## config.mk

```make
export PLATFORM = sky130hd
export DESIGN_NAME = sram_bus_arbiter
export DESIGN_NICKNAME = d
export VERILOG_FILES = /design/src/rtl/sram_bus_arbiter.sv
export SDC_FILE = /design/constraint.sdc
export NUM_CORES = 1
export LEC_CHECK = 0
export ABC_AREA = 1
export BUFFER_PORTS_ARGS = -buffer_cell sky130_fd_sc_hd__buf_2
export CORE_AREA = 2 2 106 108
export DETAILED_ROUTE_END_ITERATION = 10
export DIE_AREA = 0 0 108 110
export HOLD_SLACK_MARGIN = 0.15
export PLACE_DENSITY = 0.66
export SYNTH_ARGS = -nofsm -noshare
export SYNTH_HDL_FRONTEND = slang
export SYNTH_SLANG_ARGS = --single-unit
```

## constraint.sdc

```tcl
create_clock -name clk -period 2.7 [get_ports clk]
set_clock_uncertainty 0.15 [all_clocks]
set_input_delay 0.135 -clock clk [delete_from_list [all_inputs] [get_ports clk]]
set_output_delay 0.135 -clock clk [all_outputs]
set_load 0.1 [all_outputs]
```

## src/rtl/sram_bus_arbiter.sv

```systemverilog
// Arbitrates the core's fetch and data sram-like ports onto one single-outstanding bus,
// holding completed results until both ports have finished and the pipeline advances.
module sram_bus_arbiter #(
  parameter bit PHYS_MAP   = 1'b1,
  parameter bit INST_FIRST = 1'b0
) (
  input  logic        clk,
  input  logic        rst,

  input  logic        inst_sram_en,
  input  logic [31:0] inst_sram_addr,
  output logic [31:0] inst_sram_rdata,
  output logic        instrStall,

  input  logic        data_sram_en,
  input  logic [3:0]  data_sram_wen,
  input  logic [31:0] data_sram_addr,
  input  logic [31:0] data_sram_wdata,
  output logic [31:0] data_sram_rdata,
  output logic        dataStall,

  output logic        mem_req,
  output logic [3:0]  mem_wstrb,
  output logic [31:0] mem_addr,
  output logic [31:0] mem_wdata,
  input  logic        mem_addr_ok,
  input  logic        mem_data_ok,
  input  logic [31:0] mem_rdata
);

  typedef enum logic [2:0] {
    IDLE,
    D_REQ,
    D_WAIT,
    I_REQ,
    I_WAIT
  } state_e;

  state_e      state_q, state_d;
  logic        i_done_q, i_done_d;
  logic        d_done_q, d_done_d;
  logic [31:0] inst_rdata_q, inst_rdata_d;
  logic [31:0] data_rdata_q, data_rdata_d;
  logic        i_pend, d_pend, advance;
  logic [31:0] sel_addr;

  always_comb begin
    i_pend     = inst_sram_en & ~i_done_q;
    d_pend     = data_sram_en & ~d_done_q;
    instrStall = i_pend;
    dataStall  = d_pend;
    advance    = ~i_pend & ~d_pend;
  end

  always_ff @(posedge clk) begin
    if (rst) begin
      state_q <= IDLE;
    end else begin
      state_q <= state_d;
    end
  end

  always_comb begin
    state_d = state_q;
    case (state_q)
      IDLE: begin
        if (INST_FIRST) begin
          if (i_pend)      state_d = I_REQ;
          else if (d_pend) state_d = D_REQ;
        end else begin
          if (d_pend)      state_d = D_REQ;
          else if (i_pend) state_d = I_REQ;
        end
      end
      D_REQ:   if (mem_addr_ok) state_d = D_WAIT;
      D_WAIT:  if (mem_data_ok) state_d = IDLE;
      I_REQ:   if (mem_addr_ok) state_d = I_WAIT;
      I_WAIT:  if (mem_data_ok) state_d = IDLE;
      default: state_d = IDLE;
    endcase
  end

  always_comb begin
    mem_req   = 1'b0;
    mem_wstrb = '0;
    mem_wdata = '0;
    sel_addr  = '0;
    case (state_q)
      D_REQ: begin
        mem_req   = 1'b1;
        mem_wstrb = data_sram_wen;
        mem_wdata = data_sram_wdata;
        sel_addr  = data_sram_addr;
      end
      I_REQ: begin
        mem_req   = 1'b1;
        sel_addr  = inst_sram_addr;
      end
      default: ;
    endcase
  end

  always_comb begin
    if (PHYS_MAP && (sel_addr[31:30] == 2'b10)) begin
      mem_addr = {3'b000, sel_addr[28:0]};
    end else begin
      mem_addr = sel_addr;
    end
  end

  always_ff @(posedge clk) begin
    if (rst) begin
      i_done_q     <= 1'b0;
      d_done_q     <= 1'b0;
      inst_rdata_q <= '0;
      data_rdata_q <= '0;
    end else begin
      i_done_q     <= i_done_d;
      d_done_q     <= d_done_d;
      inst_rdata_q <= inst_rdata_d;
      data_rdata_q <= data_rdata_d;
    end
  end

  // A completion landing on an advance cycle (port dropped its enable) still sets done;
  // the stale flag is cleared by the following advance.
  always_comb begin
    i_done_d     = i_done_q;
    d_done_d     = d_done_q;
    inst_rdata_d = inst_rdata_q;
    data_rdata_d = data_rdata_q;
    if (advance) begin
      i_done_d = 1'b0;
      d_done_d = 1'b0;
    end
    if ((state_q == I_WAIT) && mem_data_ok) begin
      i_done_d     = 1'b1;
      inst_rdata_d = mem_rdata;
    end
    if ((state_q == D_WAIT) && mem_data_ok) begin
      d_done_d     = 1'b1;
      data_rdata_d = mem_rdata;
    end
  end

  always_comb begin
    inst_sram_rdata = inst_rdata_q;
    data_sram_rdata = data_rdata_q;
  end

endmodule

```

* After elaboration in Yosys (flattened, before gate mapping)
Cells that the tools add are included.
Widths: inputs -> output; s select.
** Word-level totals
- Register bits after elaboration :: 69
- Logic and storage cells :: 43
- Bits of input ports :: 138
- Output and inout port bits :: 135
** Cells by class
- Bitwise operators :: 7
- Reductions and logical operators :: 8
- Muxes and demuxes :: 14
- Equal/unequal tests :: 9
** Operators by type and width (count)
- $mux 32 :: 2
- $pmux 32 s2 :: 1
- $mux 3 :: 5
- $pmux 3 s4 :: 1
- $eq 3x2->1 const B :: 2
- $mux 1 :: 4
- $mux 4 :: 1
- $ne 2x2->1 const B :: 2
- $not 1->1 :: 4
- $reduce_and 4->1 :: 1
- $reduce_bool 2->1 :: 2
- $reduce_or 2->1 :: 2
- $and 1x1->1 :: 3
- $eq 3x1->1 const B :: 1
- $eq 3x3->1 const B :: 1
- $logic_not 3->1 :: 1
- $ne 3x3->1 const B :: 1
- $eq 2x2->1 const B :: 1
- $logic_and 1x1->1 :: 2
- $ne 2x1->1 const B :: 1

* Longest topological paths before layout
Gate-level depths: netlist (run 1).
- Depth after elaboration :: 6
- Gate-level depth with buffers :: 9
- Mapped depth without buffers :: 9

* Worst setup path after synthesis (run 1)
No wires, ideal clock.
- Path kind :: register to output
- Start point :: reg state_q[2]
- End point :: out mem_wdata[10]
- Cell stages (with the launch flop) :: 7
- Arrival :: 2.931 ns
- Data required time :: 2.415 ns
- Path slack :: -0.516 ns
- Buffers on the path :: 1
- Cell sequence :: dfxtp_1 > inv_1 > nand2_2 > inv_1 > nand2_2 > buf_2 > nor2_1
** Between the ends
- Longest elaborated chain between the ends :: 2
** Ends and longest elaborated chain
- start, declared :: RTL line 39 : state_e state_q, state_d;
- start signal, assigned :: RTL line 59 : state_q <= state_d;
- $eq 3x1->1 :: RTL line 88 : case (state_q)
- $mux 32 :: RTL line 88
- end, declared :: RTL line 25 : output logic [31:0] mem_wdata,
No other way between the ends.

==> results of run 1 <==
[critical path, delay by kind of cell]
kind,cells,cell delay (ps)
buffers and inverters,6,2240
AO/OA/AOI/OAI,2,240
[Yosys cell counts (all sizes together)]
cell / instances
buf: 23
inv: 115
nand3b: 1
a22o: 29
nand3: 5
nor2: 45
clkbuf: 7
dfxtp: 69
nand2: 19
nand4: 1
o21ai: 65
a22oi: 2
a21oi: 69
[cell families (layout without fill, tap and decap cells)]
group	after synthesis	in the layout	synth area share [%]
AND/OR/NAND/NOR	71	71	9.56
AO/OA/AOI/OAI	165	165	28.7
flip-flops	69	69	42.2
other	0	2	0
buffers and inverters	145	448	19.5
[worst max path at each step]
stage	to	depth (start not counted)
2_1_floorplan	mem_wdata[0]	5
3_3_place_gp	mem_addr[9]	5
3_5_place_dp	mem_addr[15]	5
4_1_cts	inst_sram_rdata[1]$_SDFFE_PP0P_	8
5_1_grt	inst_sram_rdata[1]$_SDFFE_PP0P_	8
6_report	inst_sram_rdata[1]$_SDFFE_PP0P_	8
[area by class of cell]
| type | count | area (um^2) |
|---|---|---|
| Antenna cell | 2 | 5.00 |
| Clock buffer | 10 | 128 |
| Clock inverter | 6 | 46.3 |
| Fill cell | 1037 | 5240 |
| Inverter | 115 | 432 |
| Multi-Input combinational cell | 236 | 1480 |
| Sequential cell | 69 | 1380 |
| Tap cell | 140 | 175 |
| Timing Repair Buffer | 317 | 1810 |
[sequential cells by signal, summed over array words and instances (netlist names)]
| name | flops |
|---|---|
| data_sram_rdata | 32 |
| state_q | 3 |
| inst_sram_rdata | 32 |
| d_done_q | 1 |
| i_done_q | 1 |
[power by group]
group          switching (W)  internal, W  leakage (nW)
Sequential          0.000121      0.00123         0.561
Clock               0.000402     0.000340        0.0833
Combinational        0.00446     0.000815          2.24
[cells in the final DEF (no fill, tap or decap), types with 2 or more instances in the layout]
cell / n
clkbuf_8: 9
a22oi_1: 2
buf_2: 272
inv_6: 2
dlygate4sd3_1: 39
nor2_1: 12
nand2_1: 17
clkinvlp_4: 2
a22o_1: 29
dfxtp_1: 69
nor2_4: 31
inv_1: 114
a21oi_1: 69
o21ai_0: 53
o21ai_1: 12
nor2_2: 2
nand3_1: 4
buf_4: 4
diode_2: 2
[metrics by stage]
step           cell area, um^2  cells  hold WS (ps)  util, %  setup slack (ps)
3_3_place_gp              4880    838           228     45.7               704
5_1_grt                   5460    895           314     51.0              46.0
2_1_floorplan             3490    450          54.1        -              -342
6_report                  5460    895           290     51.0               181
3_5_place_dp              4880    838           235     45.7               608
4_1_cts                   5450    893           272     50.9              64.3
[metal layers]
layer  global-route usage [%]  vias up  routed length [um]
li1                         -     2016                   -
met4                     7.23        0                 197
met3                     4.76       17                 763
met2                     33.2      140                6330
met5                        0        -                   0
met1                     21.9     1804                4800
[what timing repair did]
action                     4_1_cts  5_1_grt
hold endpoints to repair        69        0
hold buffers                    39        0
setup endpoints to repair        0        1
gates resized for setup          0        1
==> metrics, run 1 <==
Setup Fix Bufs, Post-CTS=0; Leakage=2.88 nW; Synth Instances=450; drt via density=4.44; cell row count=38; core outline area=0.0107 mm^2; Peak Freq=397 MHz; reg2reg start=state_q[1]$_SDFFE_PP0P_; Worst-Margin Slew=612 ps; area share of the largest cell type after synthesis=42.2%; gp weighted congestion=0.763; # port buffers=272; Fin. Hold Viols=0; Routed WL=12100 um; most used cell, CP=dlygate4sd3_1; critical path peak fanout=66; Req. time, crit path=2830 ps; critical-path cell list=dlygate4sd3_1 -> buf_2 -> inv_1 -> buf_6 -> o21ai_0 -> dlygate4sd3_1 -> a21oi_1 -> dlygate4sd3_1; crit path launch type=primary input; HPWL after DPL=8870 um; slowest CP cell=dlygate4sd3_1; Clock Latency Late Sink=330 ps; Clock Root Buffer=clkbuf_8; maximum number of pins on one net before global-route repair=67; Routed Antenna Nets=0; CTS tree=yes; period utilization=93.3%; total power draw=0.00737 W; CTS Buffer Depth=2; CP peak stage delay=570 ps; vias in the first global route=3629; area of the die=0.0119 mm^2; Avg WL per Cell=13.5 um; Setup CP Type=primary input to flop; post-layout min period=2520 ps; first-pass GRT wire length=17700 um; RR Endpoint=inst_sram_rdata[1]$_SDFFE_PP0P_; hold path startpoint=data_sram_en; clock net sink count=69; power per cell area=1350 mW/mm^2; crit end category=flop; final routed DRC violation total=0; Critical path origin=rst; vias after detailed routing=3977; Netlist Area Pre-Place=0.00327 mm^2; YS warnings=0; type of the worst min-delay path=primary input to flop; Setup violations, final=0; Die W=108 um; global-route usage over all layers=18.8%; grt ovf=0; H-tree depth=3; max_cap viols=0; R2R Setup Slk=460 ps; number of detailed-route iterations in the first pass=4; clock-pin slew on the worst setup and hold paths=80 ps; Worst Hold Path Cells=7; unrepaired setup endpoints after global routing=false; Starting Density=30.6%; worst-case headroom to the max-slew limit=59.2%; Yosys reg bits=69; Max Transition Viols Final=0; Synth cell types=21; First DRT Iteration DRCs=174; largest cells by area after synthesis=dfxtp_1 (42%), inv_1 (13%), a21oi_1 (11%); register area share after synthesis=42.2%; share of layout cells above drive strength 1=44.0%; initial antenna violation count=2; worst reg2reg path depth=6; Die Height=110 um; TNS Setup=0 ps; Num CTS Buffers=9; critical path data arrival time=2650 ps; Synth Area per Inst=7.27 um^2; syn nets=588; Top Ports=273; status=completed; Area growth, synth to finish=66.7%; Worst VDD drop=1.02 mV; Hold EP=state_q[1]$_SDFFE_PP0P_; post-synth top area cell=dfxtp_1; nets@finish=886
Power figures use the tool's default switching activity.
==> run 2, diff against run 1 <==
CORE_AREA = 2 2 107 109   (was 2 2 106 108)
DIE_AREA = 0 0 109 111   (was 0 0 108 110)
PLACE_DENSITY = not set   (was 0.66)
SKIP_LAST_GASP = 1   (was not set)
clock period = 2.54 ns   (was 2.7 ns; I/O delays follow)
==> run 2 against run 1 <==
Sequential cell count unchanged. Final cell count shrank 0.11%. Combinational power increased by 8.9%. Sequential share of layout area shrank 0.98 points. Critical endpoint is now mem_addr[21]. Power rose by 15%. Design area up 4.0%. Core utilization rose by 0.23 points. First-iteration DRC count decreased by 8.6%. Highest routed layer unchanged. Largest power group unchanged.
==> metrics, run 2 (synthesis gave the netlist of run 1 again) <==
status=completed; Die W=109 um; Fillers=1057; clock-pin slew on the worst setup and hold paths=50 ps; R2R Setup Slk=500 ps; Leakage=2.93 nW; number of detailed-route iterations in the first pass=4; Setup violations, final=0; max_cap viols=0; grt ovf=0; commonest non-fill, non-tap cell in the layout=buf_2; type of the worst min-delay path=primary input to flop; CTS tree=yes; Peak Freq=413 MHz; First DRT Iteration DRCs=159; clock net sink count=69; Worst VDD drop=1.29 mV; post-layout min period=2420 ps; Req. time, crit path=2260 ps; Final Util=51.2%; Max Transition Viols Final=0; CTS Buffer Depth=2; Setup Fix Bufs, Post-CTS=0; Clock Root Buffer=clkbuf_16; power per cell area=1490 mW/mm^2; crit path launch type=flop; # port buffers=272; Routed WL=12200 um; worst-case headroom to the max-slew limit=54.3%; nets@finish=884; Starting Density=29.5%; H-tree depth=3; most frequent cells in the layout=buf_2 (255), inv_1 (113), dfxtp_1 (69), a21oi_1 (68), o21ai_0 (53); critical path data arrival time=2150 ps; Avg WL per Cell=13.7 um; Area growth, synth to finish=73.4%; first-pass GRT wire length=18400 um; ant diodes=0; maximum number of pins on one net before global-route repair=67; TNS Setup=0 ps; Num CTS Buffers=9; Top Ports=273; hold slack=222 ps; drt via density=4.46; period utilization=95.4%; global-route usage over all layers=19.5%; unrepaired setup endpoints after global routing=false; vias after detailed routing=3990; initial antenna violation count=0; Worst-Margin Slew=684 ps; Multi-input gate area=0.00150 mm^2; gp weighted congestion=0.774; vias in the first global route=3843; cell row count=39; final routed DRC violation total=0; Fin. Hold Viols=0; Sequential cell area=0.00138 mm^2; Routed Antenna Nets=0; Die Height=111 um; core outline area=0.0111 mm^2; fin area=0.00568 mm^2; area of the die=0.0121 mm^2; Setup CP Type=flop to output pin; critical path peak fanout=29; placed cell areas=0.00498 mm^2; total power draw=0.00846 W; HPWL after DPL=9230 um; share of layout cells above drive strength 1=45.1%; Clock Latency Late Sink=320 ps; crit end category=output pin
-- run 2: cell types whose count changed in the layout (fill, tap and decap cells not counted), moves of 4 or more --
cell,change
buf_12,+4
buf_2,-17
buf_4,+4
clkbuf_16,+9
clkbuf_4,+10
clkbuf_8,-9
nor2_1,-6
nor2_2,+5
-- run 2: area by class of cell --
class | instances | share of cell area (%)
well taps | 143 | 3.15
inverters | 115 | 7.67
repair buffers | 315 | 33.1
flip-flops and latches | 69 | 24.3
clock inverters | 6 | 1.21
multi-input cells | 236 | 26.4
clock buffers | 10 | 4.03
-- run 2: power by group --
group          switching, W  internal, W
registers          0.000131      0.00131
clock network      0.000497     0.000768
logic               0.00481     0.000942
-- run 2: path summary, 6_finish.rpt --
check                                    from                               end  depth (start not counted)
min                              data_sram_en           state_q[1]$_SDFFE_PP0P_                          7
max reg2reg           state_q[1]$_SDFFE_PP0P_  data_sram_rdata[13]$_SDFFE_PP0P_                          4
min reg2reg  data_sram_rdata[13]$_SDFFE_PP0P_  data_sram_rdata[13]$_SDFFE_PP0P_                          2
max                   state_q[2]$_SDFFE_PP0P_                      mem_addr[21]                          6
-- run 2: worst max-delay path, stage by stage, from the launching register on --
cell      delay, ps
dfxtp_1         330
inv_1           180
nand2_2         160
nor2_4          180
buf_4           310
a22o_1          290
clkbuf_4        370
-- run 2: repair_timing --
item / CTS / global route
setup endpoints to repair: 1 / 10
hold endpoints to repair: 68 / 0
pin swaps: 0 / 0
gates resized for setup: 1 / 10
hold buffers: 37 / 0
gates cloned: 0 / 0
-- run 2: metrics by stage --
stage	cells	worst slack [ps]
after CTS	894	2.79
final	894	118
after detailed placement	841	363
after global routing	894	2.24
after floorplan	450	64.9
after global placement	841	379
-- run 2: per-layer routing --
layer	wire, um	up-vias	global-route usage (%)
met1	4630	1807	20.1
met3	847	22	4.12
met2	6210	150	35.8
met5	0	-	0
met4	535	0	10.3
li1	-	2011	-
==> run 3, diff against run 2 <==
PLACE_DENSITY = 0.61   (was not set)
==> run 3 against run 2 <==
First-iteration DRC count decreased by 16%. Design area up 0.20%. Sequential cell count is the same. Sequential power hardly changed. Routed wire length rose by 1.7%. Final cell count is 0.22% higher. Core utilization rose by 0.10 points. Via count decreased by 0.68%. Fmax shrank 2.3%. Combinational power down 1%. Critical path depth down 1. Global-route usage shrank 0.42 points. Largest power group unchanged. Highest routed layer unchanged.
==> metrics, run 3 (synthesis gave the netlist of run 1 again) <==
status=completed; number of detailed-route iterations in the first pass=6; Routed WL=12400 um; critical path data arrival time=2200 ps; Multi-input gate area=0.00151 mm^2; Fin. Hold Viols=0; unrepaired setup endpoints after global routing=true; HPWL after DPL=9450 um; cts repair resizes=0; Starting Density=29.5%; TNS Setup=0 ps; Max Transition Viols Final=0; Leakage=2.96 nW; clock-pin slew on the worst setup and hold paths=60 ps; CTS Buffer Depth=2; Die W=109 um; initial antenna violation count=1; combinational share of power=66.1%; final routed DRC violation total=0; Final WS setup=61.4 ps; grt ovf=0; Pint=0.00318 W; worst-case headroom to the max-slew limit=51.7%; First DRT Iteration DRCs=134; Num CTS Buffers=9; period utilization=97.6%; drt via density=4.42; Worst VDD drop=1.58 mV; Area growth, synth to finish=73.8%; CTS tree=yes; H-tree depth=3; worst slack at placement=388 ps; vias in the first global route=3775; Top Ports=273; critical path peak fanout=32; post-layout min period=2480 ps; Sequential cell area=0.00138 mm^2; global-route usage over all layers=19.0%; Clk pwr share=17.1%; Fillers=1088; Sequential Power Share=16.8%; sw frac=63.0%; Clock Latency Late Sink=320 ps; crit end category=output pin; most frequent cells in the layout=buf_2 (270), inv_1 (113), dfxtp_1 (69), a21oi_1 (68), o21ai_0 (53); switching power=0.00542 W; worst reg2reg path depth=5; type of the worst min-delay path=primary input to flop; share of layout cells above drive strength 1=45.5%; Setup Fix Bufs, Post-CTS=0; # port buffers=272; first-pass GRT wire length=18000 um; Worst-Margin Slew=724 ps; final std cells w/o fill=896; Setup CP Type=flop to output pin; Die Height=111 um; Worst Hold Path Cells=5; Setup violations, final=0; Avg WL per Cell=13.9 um; Inst Count DP=842; Peak Freq=403 MHz; Clock Root Buffer=clkbuf_16; area of the die=0.0121 mm^2; vias after detailed routing=3963; Req. time, crit path=2260 ps; crit path launch type=flop; Routed Antenna Nets=0; clock net sink count=69; gp weighted congestion=0.803; nets@finish=885; max_cap viols=0; power per cell area=1510 mW/mm^2; cell row count=39; maximum number of pins on one net before global-route repair=66; commonest non-fill, non-tap cell in the layout=buf_2; core outline area=0.0111 mm^2
==> run 3: metal layers <==
metal  global-route usage (%)  part of all wire [%]  up-vias
met4                     4.96                   1.3        0
li1                         -                     -     2023
met3                     5.94                   9.0       13
met5                        0                     0        -
met2                     36.1                    53      162
met1                     19.7                    37     1765
==> run 3: repair_timing <==
action / 4_1_cts / 5_1_grt
setup endpoints to repair: 0 / 11
hold buffers: 36 / 0
endpoints found under the hold margin: 68 / 0
==> run 3: layout make-up <==
cell class,instances,share of cell area (%)
Timing Repair Buffer,315,32.2
Multi-Input combinational cell,237,26.5
Sequential cell,69,24.3
Inverter,115,7.66
Clock buffer,9,3.96
Tap cell,143,3.15
Clock inverter,7,2.24
Antenna cell,1,0.0440
==> run 3: per-stage QoR <==
| step | util, % | hold slack, ps | total power (W) | area, um^2 |
|---|---|---|---|---|
| 6_report | 51.3 | 179 | 0.00860 | 5690 |
| 3_3_place_gp | 44.8 | 221 | 0.00705 | 4970 |
| 2_1_floorplan | - | 46.1 | 0.00630 | 3520 |
| 4_1_cts | 51.3 | 172 | 0.00864 | 5680 |
| 5_1_grt | 51.3 | 228 | 0.00889 | 5690 |
| 3_5_place_dp | 44.8 | 230 | 0.00710 | 4970 |
==> run 3: path summary, 6_finish.rpt <==
path                            slack [ps]                        startpoint                                to
worst min register to register         290  inst_sram_rdata[14]$_SDFFE_PP0P_  inst_sram_rdata[14]$_SDFFE_PP0P_
worst max register to register         310           state_q[1]$_SDFFE_PP0P_             i_done_q$_SDFFE_PP0P_
worst min-delay path                   180                       mem_data_ok           state_q[1]$_SDFFE_PP0P_
worst max-delay path                    60           state_q[1]$_SDFFE_PP0P_                      mem_addr[24]
==> run 3: power groups by stage <==
stage / Clock (W) / Sequential (W) / Combinational [W]
after global routing: 0.00154 / 0.00147 / 0.00588
after global placement: 0 / 0.00145 / 0.00560
after detailed placement: 0 / 0.00146 / 0.00564
after CTS: 0.00151 / 0.00144 / 0.00570
after floorplan: 0 / 0.00287 / 0.00343
final: 0.00147 / 0.00145 / 0.00569
==> run 3: worst max-delay path, cell delays in order (launching register included) <==
cell and delay (ps):
dfxtp_1 590, inv_2 120, nor2_4 130, buf_4 310
a22o_1 270, buf_2 450
